[src/rtl/mem_arbiter_pkg.sv]
// rtl/mem_arbiter_pkg.sv - shared widths, memory access types and arbiter state encoding
package mem_arbiter_pkg;

  localparam int DataBusBits    = 64;
  localparam int InstrBusBits   = 32;
  localparam int MemTypeBusBits = 3;
  localparam int ArbStateBits   = 2;

  localparam logic [MemTypeBusBits-1:0] MemTypeByte   = 3'd0;
  localparam logic [MemTypeBusBits-1:0] MemTypeHalf   = 3'd1;
  localparam logic [MemTypeBusBits-1:0] MemTypeWord   = 3'd2;
  localparam logic [MemTypeBusBits-1:0] MemTypeDouble = 3'd3;

  typedef enum logic [ArbStateBits-1:0] {
    ArbIdle   = 2'd0,
    ArbIFetch = 2'd1,
    ArbData   = 2'd2
  } arbStateT;

endpackage

[src/rtl/mem_arbiter_starve_counter.sv]
// rtl/mem_arbiter_starve_counter.sv - saturating count of data grants made while fetch waits
module arb_starve_counter #(
  parameter int LIMIT = 4,
  parameter int W     = $clog2(LIMIT + 1)
) (
  input  logic         clk,
  input  logic         reset,
  input  logic         inc,
  input  logic         clear,
  output logic [W-1:0] count
);

  localparam logic [W-1:0] MaxCount = W'(LIMIT);

  always_ff @(posedge clk or posedge reset) begin
    if (reset) begin
      count <= '0;
    end else if (clear) begin
      count <= '0;
    end else if (inc && (count != MaxCount)) begin
      count <= count + 1'b1;
    end
  end

endmodule

[src/rtl/mem_arbiter.sv]
// rtl/mem_arbiter.sv - shares one memory port between fetch and data requesters
module mem_arbiter
  import mem_arbiter_pkg::*;
#(
  parameter int ADDR_W       = DataBusBits,
  parameter int DATA_W       = DataBusBits,
  parameter int INSTR_W      = InstrBusBits,
  parameter int STARVE_LIMIT = 4
) (
  input  logic                      clk,
  input  logic                      reset,
  input  logic                      i_req,
  input  logic [ADDR_W-1:0]         i_addr,
  output logic                      i_ready,
  output logic [INSTR_W-1:0]        i_rdata,
  input  logic                      d_req,
  input  logic                      d_we,
  input  logic [MemTypeBusBits-1:0] d_type,
  input  logic [ADDR_W-1:0]         d_addr,
  input  logic [DATA_W-1:0]         d_wdata,
  output logic                      d_ready,
  output logic [DATA_W-1:0]         d_rdata,
  output logic                      mem_req,
  output logic                      mem_we,
  output logic [MemTypeBusBits-1:0] mem_type,
  output logic [ADDR_W-1:0]         mem_addr,
  output logic [DATA_W-1:0]         mem_wdata,
  input  logic                      mem_ack,
  input  logic [DATA_W-1:0]         mem_rdata,
  output logic                      stall
);

  localparam int CntW = $clog2(STARVE_LIMIT + 1);

  arbStateT        state;
  logic            abortFlag;
  logic [CntW-1:0] starveCnt;
  logic            fetchStarved;
  logic            grantData;
  logic            grantFetch;

  assign fetchStarved = (starveCnt == CntW'(STARVE_LIMIT));

  // Data wins ties unless fetch has already lost STARVE_LIMIT times in a row.
  always_comb begin
    grantData  = 1'b0;
    grantFetch = 1'b0;
    if (state == ArbIdle) begin
      if (d_req && !(i_req && fetchStarved)) begin
        grantData = 1'b1;
      end else if (i_req) begin
        grantFetch = 1'b1;
      end
    end
  end

  arb_starve_counter #(
    .LIMIT(STARVE_LIMIT),
    .W    (CntW)
  ) starveCounter (
    .clk  (clk),
    .reset(reset),
    .inc  (grantData & i_req),
    .clear(grantFetch),
    .count(starveCnt)
  );

  always_ff @(posedge clk or posedge reset) begin
    if (reset) begin
      state     <= ArbIdle;
      abortFlag <= 1'b0;
      mem_req   <= 1'b0;
      mem_we    <= 1'b0;
      mem_type  <= '0;
      mem_addr  <= '0;
      mem_wdata <= '0;
      i_ready   <= 1'b0;
      d_ready   <= 1'b0;
      i_rdata   <= '0;
      d_rdata   <= '0;
    end else begin
      i_ready <= 1'b0;
      d_ready <= 1'b0;
      case (state)
        ArbIdle: begin
          if (grantData) begin
            state     <= ArbData;
            mem_req   <= 1'b1;
            mem_we    <= d_we;
            mem_type  <= d_type;
            mem_addr  <= d_addr;
            mem_wdata <= d_wdata;
          end else if (grantFetch) begin
            state     <= ArbIFetch;
            abortFlag <= 1'b0;
            mem_req   <= 1'b1;
            mem_we    <= 1'b0;
            mem_type  <= MemTypeWord;
            mem_addr  <= i_addr;
            mem_wdata <= '0;
          end
        end
        ArbIFetch: begin
          // A flushed fetch still has to drain its memory transaction.
          if (mem_ack) begin
            state     <= ArbIdle;
            mem_req   <= 1'b0;
            abortFlag <= 1'b0;
            if (!abortFlag && i_req) begin
              i_ready <= 1'b1;
              i_rdata <= mem_rdata[INSTR_W-1:0];
            end
          end else if (!i_req) begin
            abortFlag <= 1'b1;
          end
        end
        ArbData: begin
          if (mem_ack) begin
            state   <= ArbIdle;
            mem_req <= 1'b0;
            d_ready <= 1'b1;
            if (!mem_we) begin
              d_rdata <= mem_rdata;
            end
          end
        end
        default: state <= ArbIdle;
      endcase
    end
  end

  assign stall = ~reset & ((i_req & ~i_ready) | (d_req & ~d_ready));

  dataReqHeld: assert property (@(posedge clk) disable iff (reset)
    (state == ArbData) |-> (d_req && (d_we == mem_we) && (d_type == mem_type) &&
                            (d_addr == mem_addr) && (d_wdata == mem_wdata)));

endmodule

[config.mk]
export PLATFORM = sky130hd
export DESIGN_NAME = mem_arbiter
export DESIGN_NICKNAME = d
export VERILOG_FILES = /design/src/rtl/mem_arbiter_pkg.sv /design/src/rtl/mem_arbiter_starve_counter.sv /design/src/rtl/mem_arbiter.sv
export SDC_FILE = /design/constraint.sdc
export NUM_CORES = 1
export LEC_CHECK = 0
export BUFFER_PORTS_ARGS = -buffer_cell sky130_fd_sc_hd__buf_2
export CAP_MARGIN = 0
export CORE_AREA = 5 5 189 191
export DETAILED_ROUTE_END_ITERATION = 10
export DIE_AREA = 0 0 194 196
export PLACE_DENSITY = 0.66
export RECOVER_POWER = 50
export SETUP_SLACK_MARGIN = 0.4
export SYNTH_ARGS = -nofsm -noshare
export SYNTH_HDL_FRONTEND = slang
export SYNTH_SLANG_ARGS = --single-unit
[constraint.sdc]
create_clock -name clk -period 8.9 [get_ports clk]
set_input_delay 0.89 -clock clk [delete_from_list [all_inputs] [get_ports clk]]
set_output_delay 0.89 -clock clk [all_outputs]
set_load 0.01 [all_outputs]
## Word level (Yosys, flattened, before mapping)

Index checks and enable logic that the tools add are counted.

- Register bits after elaboration: 237
- Input port bits: 265
- Output and inout bits: 232
- Logic and storage cells: 81

- $add $sub $neg: 1
- Equality and inequality tests: 9
- Multiplexer cells: 32
- Bitwise gates (word level): 9
- Reductions and logical operators: 18

Operator list:

| cell | count |
|---|---|
| $mux 64 | 4 |
| $mux 1 | 18 |
| $mux 3 | 4 |
| $ne 3x3->1 const B | 3 |
| $reduce_and 3->1 | 3 |
| $reduce_bool 2->1 | 4 |
| $mux 2 | 3 |
| $and 1x1->1 | 4 |
| $logic_and 1x1->1 | 4 |
| $ne 2x2->1 const B | 2 |
| $not 1->1 | 4 |
| $pmux 1 s2 | 2 |
| $pmux 2 s2 | 1 |
| $reduce_and 2->1 | 2 |
| $reduce_and 4->1 | 1 |
| $add 3x1->3 const B | 1 |
| $eq 3x3->1 const B | 1 |
| $eq 2x1->1 const B | 1 |
| $eq 2x2->1 const B | 1 |
| $logic_not 1->1 | 2 |
| $logic_not 2->1 | 1 |
| $ne 2x1->1 const B | 1 |
| $reduce_or 2->1 | 1 |
| $or 1x1->1 | 1 |

## Longest topological paths before layout

- Depth after elaboration: 10
- Gate-level depth with buffers: 8
- Depth with buffers taken out: 5

## Cells and area by module

A second synthesis with hierarchy kept.

- Cells, all modules: 787
- Area, all modules: 9,788.1 um^2

By module, submodules not included:

| module | instances | cells an instance | area an instance (um^2) | seq. area each (um^2) |
|---|---|---|---|---|
| mem_arbiter | 1 | 769 | 9,585.4 | 5,855.6 |
| arb_starve_counter | 1 | 18 | 202.7 | 75.1 |

## Least setup slack after synthesis

OpenSTA, ideal clock, no wires.

- Path kind: input port to output port
- Start point: input port reset
- End point: output port stall
- Arrival time: 6.376 ns
- Slack: 1.634 ns
- Cell stages on the path: 2
- Buffers on the path: 0
- Cell sequence: inv_1 and2_1

- Word-level cells in the longest chain between the ends: 2

RTL lines:

| item | RTL line | source |
|---|---|---|
| start, declared | mem_arbiter.sv:11 | `input logic reset,` |
| $not 1->1 | mem_arbiter.sv:132 | `assign stall = ~reset & ((i_req & ~i_ready) \| (d_req & ~d_ready));` |
| $and 1x1->1 | mem_arbiter.sv:132 |  |
| end, declared | mem_arbiter.sv:30 | `output logic stall` |

Every way passes these cells.

==> results.toml <==
[place]
dp_cells = 1668
port_buffers = 496
post-dp-hpwl_mm = 22.68
gp_congestion = 0.8802

[clock_tree]
clock_latency_ps = 530
clock_sinks = 237
cts_resized = 0
cts_inserted_buffers = 27
cts_buffer_depth = 3
h-tree-depth = 1
clk_pin_slew_ps = 60
cts_tree = "built"
post_cts_buffers = 0
holdBufCountCts = 0
cts-root-buf = "clkbuf_16"

[routing]
post_drt_via_cell_ratio = 4.629
wire_per_inst_um = 17.87
wirelength_mm = 30.73
initialDrtViolationCount = 238
num_vias = 7962
drc = 0
antenna_left = 0
firstDrtPassIters = 4

[sta]
fmax_mhz = 238.1
setup_violations = 0
hold_viol = 0
fin_crit_ps = 4200
rsz0062_at_grt = "no"
max-slew-margin-rel_pct = -129.0
worst_pin_slew_ps = 3435
final_max_slew_viol_count = 99
clock_skew_ps = 14.13
tns_ps = 0
final.period_utilization_pct = 47.20

[critical_path]
worstPathArrival_ps = 4050
endpoint_kind = "async pin"
worstPathCellList = "clkbuf_1 > inv_8 > clkbuf_1"
path_buf_inv = 3
cpPeakStageDelay_ps = 2470
r2r_slack_ps = 6000
crit_path_start_kind = "primary input"
crit_path_top_delay_cell = "clkbuf_1"
cp_max_fo = 95
cpMostUsedCell = "clkbuf_1"
required_ps = 8750
path_class = "primary input to async pin"
critical-path-top-delay-family = "buffers and inverters"

[logic_synthesis]
ys_dominant_reg_cell = "dfrtp_1"
synth_area_leaders = "dfrtp_1, mux2_2, o211ai_1, a22o_1, o211ai_2"
syn_inst = 769
yosysTopAreaCellShare_pct = 59.50
postSynthAreaPerCell_sq_um = 12.96
async_reset_ff_share_pct = 100.0
ys_seq_area_share_pct = 59.50
syn-cell-area_sq_um = 9967
synth_top_area_cell = "dfrtp_1"
synth_cell_types = 36
synth_warnings = 0
synth_seq_cells = 237
synth_edf_count = 0
synth_nets = 1040
ys_top_cells_by_count = "dfrtp_1, mux2_2, o211ai_1"
yosysMostFrequentCell = "dfrtp_1"

[global_route]
grt.total_usage_pct = 15.11
antenna_found_initial = 3
grt_overflow = 0
grt_pass1_wl_mm = 47.06
grt_pass1_vias = 8375
grt_max_degree = 96

[power_and_ir_drop]
power.density_nw_per_um2 = 377.2
peakVddDrop_mv = 0.1664
power_mw = 5.066
power.leakage_nw = 6.405

[die]
ios = 497
die_h_um = 196
initial_utilization_pct = 29.36
dieWidth_um = 194
core.rowCount = 68
core_area_sq_um = 33950
die_area_sq_um = 38020

[cells_and_area]
drive_gt1_share_pct = 37.77
stdcell_count = 1720
syn_to_final_growth_pct = 34.76
nets = 1513

[outcome]
status = "complete, but fails checks"
violations = "capacitance limit, slew limit"

[run]
cap_violations = 2

[worst_hold_path]
min_path_type = "primary input to async pin"
==> state kept, by name (all words and copies together) (netlist names), 2 cells and up <==
| signal | cells |
|---|---|
| d_rdata | 64 |
| mem_addr | 64 |
| mem_wdata | 64 |
| i_rdata | 32 |
| mem_type | 3 |
| starveCounter.count | 3 |
| state | 2 |
==> per-stage QoR <==
step	setup slack [ps]	cell area (sq um)	hold WS (ps)	util, %
floorplan	1495	9967	476.5	-
global placement	5594	12750	476.4	37.55
detailed placement	5564	12750	482.0	37.55
CTS	6019	13710	473.2	40.39
global route	3734	13430	512.4	39.57
finish	4700	13430	497.5	39.57
==> path summary, 6_finish.rpt <==
kind	cells past startpoint	end	startpoint
hold / removal	2	d_rdata[43]	reset
max in group clk	5	i_rdata[2]	state[1]
min in group clk	2	mem_addr[29]	mem_addr[29]
setup reg to reg	5	i_rdata[2]	state[1]
hold reg to reg	2	mem_addr[29]	mem_addr[29]
setup / recovery	3	mem_wdata[57]	reset
==> cell type report <==
class | instances | area (sq um)
diodes | 2 | 5.005
well taps | 455 | 569.3
repair buffers | 506 | 2273
inverters | 73 | 281.5
fillers | 3371 | 20520
clock buffers | 34 | 762.0
multi-input cells | 397 | 3408
flip-flops and latches | 237 | 5931
clock inverters | 16 | 201.4
==> logic make-up (layout without fill, tap and decap cells) <==
kind of cell	count (synthesis)	after routing	share of synthesized area [%]
flip-flops	237	237	59.50
AO/OA/AOI/OAI	213	213	18.79
buffers and inverters	135	629	6.528
multiplexers	96	96	10.85
AND/OR/NAND/NOR	82	82	3.578
adder cells (fa/ha/maj)	6	6	0.7532
other	0	2	0
==> per-layer routing <==
| metal | track usage (%) | vias to the layer above | part of all wire [%] |
|---|---|---|---|
| met4 | 5.104 | 0 | 3.3 |
| met1 | 18.27 | 3859 | 39 |
| li1 | - | 3691 | - |
| met2 | 26.13 | 349 | 49 |
| met3 | 4.190 | 63 | 8.2 |
| met5 | 0 | - | 0 |
==> layout by cell type (no fill, tap or decap), drive strengths merged, types with 4 or more instances in the layout <==
cell / n
a22o: 69
mux2: 96
o21ai: 6
clkbuf: 257
bufinv: 4
o211ai: 128
buf: 283
nand2: 70
inv: 74
dfrtp: 237
ha: 6
clkinv: 10
==> where the power goes <==
group          switching (mW)  internal (mW)  total (mW)  leakage (nW)
Combinational            1.16          0.815        1.98          3.03
Clock                   0.449          0.724        1.17         0.481
Sequential              0.298           1.62        1.92          2.89
Total                    1.91           3.16        5.07          6.40
No activity file was read; power rests on OpenSTA's default activity.
